[config.mk]
export PLATFORM = sky130hd
export DESIGN_NAME = rifl_rx_frame_check_flat
export DESIGN_NICKNAME = d
export VERILOG_FILES = /design/src/rtl/rifl_rx_frame_check_if.sv /design/src/rtl/rifl_rx_frame_check.sv /design/src/flat_wrapper.sv
export SDC_FILE = /design/constraint.sdc
export NUM_CORES = 1
export LEC_CHECK = 0
export CAP_MARGIN = 20
export CORE_MARGIN = 5
export CORE_UTILIZATION = 35
export CTS_CLUSTER_DIAMETER = 50
export DETAILED_ROUTE_END_ITERATION = 10
export PLACE_DENSITY_LB_ADDON = 0.15
export SLEW_MARGIN = 20
export SYNTH_ARGS = -nofsm -noshare
export SYNTH_HDL_FRONTEND = slang
export SYNTH_SLANG_ARGS = --single-unit
[constraint.sdc]
create_clock -name clk -period 8.91 [get_ports clk]
set_input_delay 1.782 -clock clk [delete_from_list [all_inputs] [get_ports clk]]
set_output_delay 1.782 -clock clk [all_outputs]
set_load 0.05 [all_outputs]
[src/rtl/rifl_rx_frame_check_if.sv]
// rtl/rifl_rx_frame_check_if.sv - beat stream in, checked/descrambled stream and status out
interface rifl_rx_frame_check_if #(
  parameter int DWIDTH        = 64,
  parameter int ERR_CNT_WIDTH = 16
);
  logic                     sof;
  logic [DWIDTH-1:0]        data_in;
  logic                     sof_out;
  logic [DWIDTH-1:0]        data_out;
  logic                     crc_valid;
  logic                     crc_err;
  logic                     frame_abort;
  logic [ERR_CNT_WIDTH-1:0] err_cnt;

  modport master (
    output sof, data_in,
    input  sof_out, data_out, crc_valid, crc_err, frame_abort, err_cnt
  );

  modport slave (
    input  sof, data_in,
    output sof_out, data_out, crc_valid, crc_err, frame_abort, err_cnt
  );
endinterface

[src/rtl/rifl_rx_frame_check.sv]
// rtl/rifl_rx_frame_check.sv - RIFL RX frame CRC check and self-sync descrambler
module rifl_rx_frame_check #(
  parameter int                   FRAME_WIDTH   = 256,
  parameter int                   DWIDTH        = 64,
  parameter int                   CRC_WIDTH     = 12,
  parameter logic [CRC_WIDTH-1:0] CRC_POLY      = 12'h80F,
  parameter int                   N1            = 13,
  parameter int                   N2            = 33,
  parameter int                   ERR_CNT_WIDTH = 16
) (
  input  logic clk,
  input  logic rst_n,
  rifl_rx_frame_check_if.slave bus
);
  localparam int P  = FRAME_WIDTH / DWIDTH;
  localparam int BW = (P > 1) ? $clog2(P) : 1;

  if (FRAME_WIDTH % DWIDTH != 0) begin : g_bad_frame_width
    $error("FRAME_WIDTH must be a multiple of DWIDTH");
  end
  if (N2 > DWIDTH + 2) begin : g_bad_n2
    $error("N2 exceeds DWIDTH+2");
  end
  if (P == 1 && N2 > DWIDTH + 2 + CRC_WIDTH) begin : g_bad_n2_single
    $error("N2 exceeds DWIDTH+2+CRC_WIDTH for single-beat frames");
  end

  typedef enum logic {S_IDLE, S_RUN} state_t;

  state_t                 state, state_nx;
  logic [BW-1:0]          beat, beat_nx, cur;
  logic                   active, first, last;
  logic [N2-1:0]          scr, scr_nx;
  logic [CRC_WIDTH-1:0]   crc_acc, crc_nx;
  logic [DWIDTH-1:0]      dout;
  logic                   b, fb, mismatch;

  // sof always restarts at beat 0; an in-progress frame is abandoned
  always_comb begin
    state_nx = state;
    beat_nx  = beat;
    active   = bus.sof | (state == S_RUN);
    cur      = bus.sof ? '0 : beat;
    first    = active & (cur == '0);
    last     = active & (cur == BW'(P - 1));
    if (active) begin
      if (last) begin
        state_nx = S_IDLE;
      end else begin
        state_nx = S_RUN;
        beat_nx  = cur + BW'(1);
      end
    end
  end

  // Bit-serial chain, MSB first; header and CRC field bypass both descrambler and CRC
  always_comb begin
    scr_nx   = scr;
    crc_nx   = bus.sof ? '0 : crc_acc;
    dout     = '0;
    b        = 1'b0;
    fb       = 1'b0;
    if (active) begin
      for (int i = DWIDTH - 1; i >= 0; i--) begin
        b = bus.data_in[i];
        if (first && i >= DWIDTH - 2) begin
          dout[i] = b;
        end else if (last && i < CRC_WIDTH) begin
          dout[i] = 1'b0;
        end else begin
          dout[i] = b ^ scr_nx[N1-1] ^ scr_nx[N2-1];
          scr_nx  = {scr_nx[N2-2:0], b};
          fb      = b ^ crc_nx[CRC_WIDTH-1];
          crc_nx  = {crc_nx[CRC_WIDTH-2:0], 1'b0} ^ (fb ? CRC_POLY : '0);
        end
      end
    end
    mismatch = crc_nx != bus.data_in[CRC_WIDTH-1:0];
  end

  always_ff @(posedge clk) begin
    if (!rst_n) begin
      state           <= S_IDLE;
      beat            <= '0;
      scr             <= '0;
      crc_acc         <= '0;
      bus.sof_out     <= 1'b0;
      bus.data_out    <= '0;
      bus.crc_valid   <= 1'b0;
      bus.crc_err     <= 1'b0;
      bus.frame_abort <= 1'b0;
      bus.err_cnt     <= '0;
    end else begin
      state           <= state_nx;
      beat            <= beat_nx;
      scr             <= scr_nx;
      crc_acc         <= crc_nx;
      bus.sof_out     <= bus.sof;
      bus.data_out    <= dout;
      bus.crc_valid   <= last;
      bus.crc_err     <= last & mismatch;
      bus.frame_abort <= bus.sof & (state == S_RUN);
      if (last && mismatch && bus.err_cnt != '1) begin
        bus.err_cnt <= bus.err_cnt + ERR_CNT_WIDTH'(1);
      end
    end
  end
endmodule

[src/flat_wrapper.sv]
// flat-port wrapper written by rule: the top's interface ports become plain ports
module rifl_rx_frame_check_flat 
#(
  parameter int                   FRAME_WIDTH   = 256,
  parameter int                   DWIDTH        = 64,
  parameter int                   CRC_WIDTH     = 12,
  parameter logic [CRC_WIDTH-1:0] CRC_POLY      = 12'h80F,
  parameter int                   N1            = 13,
  parameter int                   N2            = 33,
  parameter int                   ERR_CNT_WIDTH = 16
)
  (clk, rst_n, bus_sof, bus_data_in, bus_sof_out, bus_data_out, bus_crc_valid, bus_crc_err, bus_frame_abort, bus_err_cnt);
  rifl_rx_frame_check_if #(.DWIDTH(DWIDTH), .ERR_CNT_WIDTH(ERR_CNT_WIDTH)) bus_i ();
  input  logic clk;
  input  logic rst_n;
  input wire logic [$bits(bus_i.sof)-1:0] bus_sof;
  input wire logic [$bits(bus_i.data_in)-1:0] bus_data_in;
  output wire logic [$bits(bus_i.sof_out)-1:0] bus_sof_out;
  output wire logic [$bits(bus_i.data_out)-1:0] bus_data_out;
  output wire logic [$bits(bus_i.crc_valid)-1:0] bus_crc_valid;
  output wire logic [$bits(bus_i.crc_err)-1:0] bus_crc_err;
  output wire logic [$bits(bus_i.frame_abort)-1:0] bus_frame_abort;
  output wire logic [$bits(bus_i.err_cnt)-1:0] bus_err_cnt;
  assign bus_i.sof = bus_sof;
  assign bus_i.data_in = bus_data_in;
  assign bus_sof_out = bus_i.sof_out;
  assign bus_data_out = bus_i.data_out;
  assign bus_crc_valid = bus_i.crc_valid;
  assign bus_crc_err = bus_i.crc_err;
  assign bus_frame_abort = bus_i.frame_abort;
  assign bus_err_cnt = bus_i.err_cnt;
  rifl_rx_frame_check #(.FRAME_WIDTH(FRAME_WIDTH), .DWIDTH(DWIDTH), .CRC_WIDTH(CRC_WIDTH), .CRC_POLY(CRC_POLY), .N1(N1), .N2(N2), .ERR_CNT_WIDTH(ERR_CNT_WIDTH)) u_core (.clk(clk), .rst_n(rst_n), .bus(bus_i));
endmodule
==> results.cfg <==
[setup_path]
r2r_cells = 20
arrival_ps = 8810
critPathLaunchType = input pin
crit_required_ps = 9260
cp_slowest_cell = xor3_4
cp_max_fo = 32
cp_common_cell = xnor2_1
worst_path_largest_cell_delay_ps = 640
path_class = in2reg
end_kind = flop
critical_path.top_delay_family = XOR/XNOR gates
critPathBufInv = 3
crit_cells = 25

[die]
ios = 151
die_y_um = 181
coreArea_sq_um = 28800
initial_core_util = 0.354
die_area_sq_um = 32700
num_rows = 62
die_w_um = 181

[logic_synthesis]
synth-seq-cells = 132
ys_seq_area_frac = 0.259
synth-edff-count = 0
async_flop_share = 0
syn_area_per_cell_sq_um = 8.97
synth_cell_type_count = 71
syn_area_sq_um = 10200
ys.flop_type = dfxtp_1
ys_warn_count = 0
synth_nets = 1208
synth_cells = 1138

[finish]
postLayoutCoreUtil = 0.447
n_antenna_cell = 0
layout_common_cells = xnor2_1 (244), clkdlybuf4s50_1 (150), dfxtp_1 (132)
final_common_cell = xnor2_1
area_growth_pct = 26.1
fillCellCount = 2829
drive_gt1_frac = 0.0968
fin_area_sq_um = 12900
nNetsFinal = 1328

[sta]
final-setup-viol-count = 0
max_slew_margin = 0.465
min_period_over_period = 0.950
timing_hold_violations_final = 0
final.setup.tns_ps = 0
skew_ps = 12.7
drv_slew = 0
worst_pin_slew_ps = 800
rsz0062_at_grt = no
fin_crit_ps = 8460
max_freq_mhz = 118

[clock_tree]
htreeDepth = 4
cts_made_buffers = 17
cts-root-buf = clkbuf_16
insertion_delay_ps = 430
clock_path_buffers = 2
cts_tree = done
clock-sinks = 132
clk_pin_slew_ps = 70
postCtsSetupRepairBufs = 0

[drt]
wl_per_cell_um = 20.9
via_per_inst = 4.97
drtIter0Drc = 453
drc = 0
drt-pass1-iter-count = 5
wl_um = 34700
postRouteAntennaNets = 0
num_vias = 8223

[place]
dp_hpwl_um = 26800
dpl-instance-area_sq_um = 12200
port_buffers = 150
place_congestion = 0.937

[global_routing]
grt_pass1_vias = 8329
grt_pass1_wl_um = 52200
antenna_found_initial = 0
grt_max_degree = 64
overflow = 0
track_usage = 0.208

[min_path]
hold_class = reg2reg
holdPathStages = 2

[run_status]
outcome = complete, no violations

[job]
cap_violations = 0
==> sequential cells by signal, indices dropped and copies added, names as in the netlist, 2 cells and up <==
signal               flops
u_core.bus.data_out     64
u_core.scr              33
u_core.bus.err_cnt      16
u_core.crc_acc          12
u_core.beat              2
==> what timing repair did <==
item                                    in CTS  in global routing
endpoints found under the setup margin       0                  1
hold endpoints to repair                     0                  0
gates resized for setup                      0                  1
hold buffers                                 0                  0
==> metrics by stage <==
stage	setup WS, ps	instances	hold slack [ps]
2_1_floorplan	531	1138	454
3_3_place_gp	68.3	1622	470
3_5_place_dp	3.28	1622	470
4_1_cts	440	1654	481
5_1_grt	22.0	1655	496
6_report	449	1655	480
==> Yosys cell counts, types with 4 or more instances <==
cell type	count	area (sq um)
a211oi_1	38	285
a21oi_1	52	260
and2_1	8	50.1
and3_1	6	37.5
buf_1	11	41.3
buf_2	14	70.1
clkbuf_1	78	293
dfxtp_1	132	2640
inv_1	12	45.0
mux2_2	4	45.0
mux2i_1	67	671
nand2_1	42	158
nand2b_1	12	75.1
nand3_1	14	70.1
nand4_1	5	31.3
nor2_1	130	488
nor2b_1	8	50.1
nor3_1	13	65.1
o211ai_1	4	30.0
o21ai_0	13	65.1
o21ai_1	6	30.0
o21bai_1	6	45.0
o22ai_1	4	25.0
o31ai_1	13	97.6
or3_1	4	25.0
or4_1	14	105
xnor2_1	244	2140
xnor2_2	8	130
xnor3_1	26	586
xor2_1	79	692
xor3_1	8	190
==> kinds of logic after synthesis <==
logic type	Yosys count	share of synthesized area
fa+ha+maj	3	0.00368
xor+xnor	372	0.383
mux	72	0.0713
buf+inv	120	0.0477
flops	132	0.259
compound gates	164	0.106
simple gates	275	0.129
==> final cells by class <==
cell class | instances | area [sq um] | area share
clock inverters | 14 | 211 | 0.0164
multi-input cells | 886 | 7090 | 0.551
repair buffers | 208 | 1950 | 0.152
clock buffers | 18 | 439 | 0.0341
well taps | 384 | 480 | 0.0373
flip-flops and latches | 132 | 2640 | 0.205
inverters | 13 | 48.8 | 0.00379
==> metal layers <==
| metal | global-route usage | share of wire | vias to the layer above |
|---|---|---|---|
| li1 | - | - | 4048 |
| met1 | 0.255 | 0.43 | 3889 |
| met2 | 0.367 | 0.50 | 227 |
| met3 | 0.0302 | 0.038 | 59 |
| met4 | 0.0802 | 0.037 | 0 |
| met5 | 0 | 0 | - |
==> worst paths after layout <==
check                                             to                          start  slack [ps]
hold / removal           u_core.beat[1]$_SDFFE_PN0P_    u_core.beat[1]$_SDFFE_PN0P_         480
hold reg to reg          u_core.beat[1]$_SDFFE_PN0P_    u_core.beat[1]$_SDFFE_PN0P_         480
setup reg to reg  u_core.bus.err_cnt[5]$_SDFFE_PN0P_  u_core.crc_acc[11]$_SDFF_PN0_        1780
setup / recovery  u_core.bus.err_cnt[5]$_SDFFE_PN0P_                        bus_sof         450
==> worst reg2reg max path, delay by kind of cell (launching register included) <==
kind	cells	cell delay, ps
AO/OA/AOI/OAI	6	1320
XOR/XNOR	9	3150
flip-flops	1	750
AND/OR/NAND/NOR	5	1840
Power is left out: the tool's default activity adds up to more than one toggle a clock period on the data nets, which glitch-free logic cannot reach.
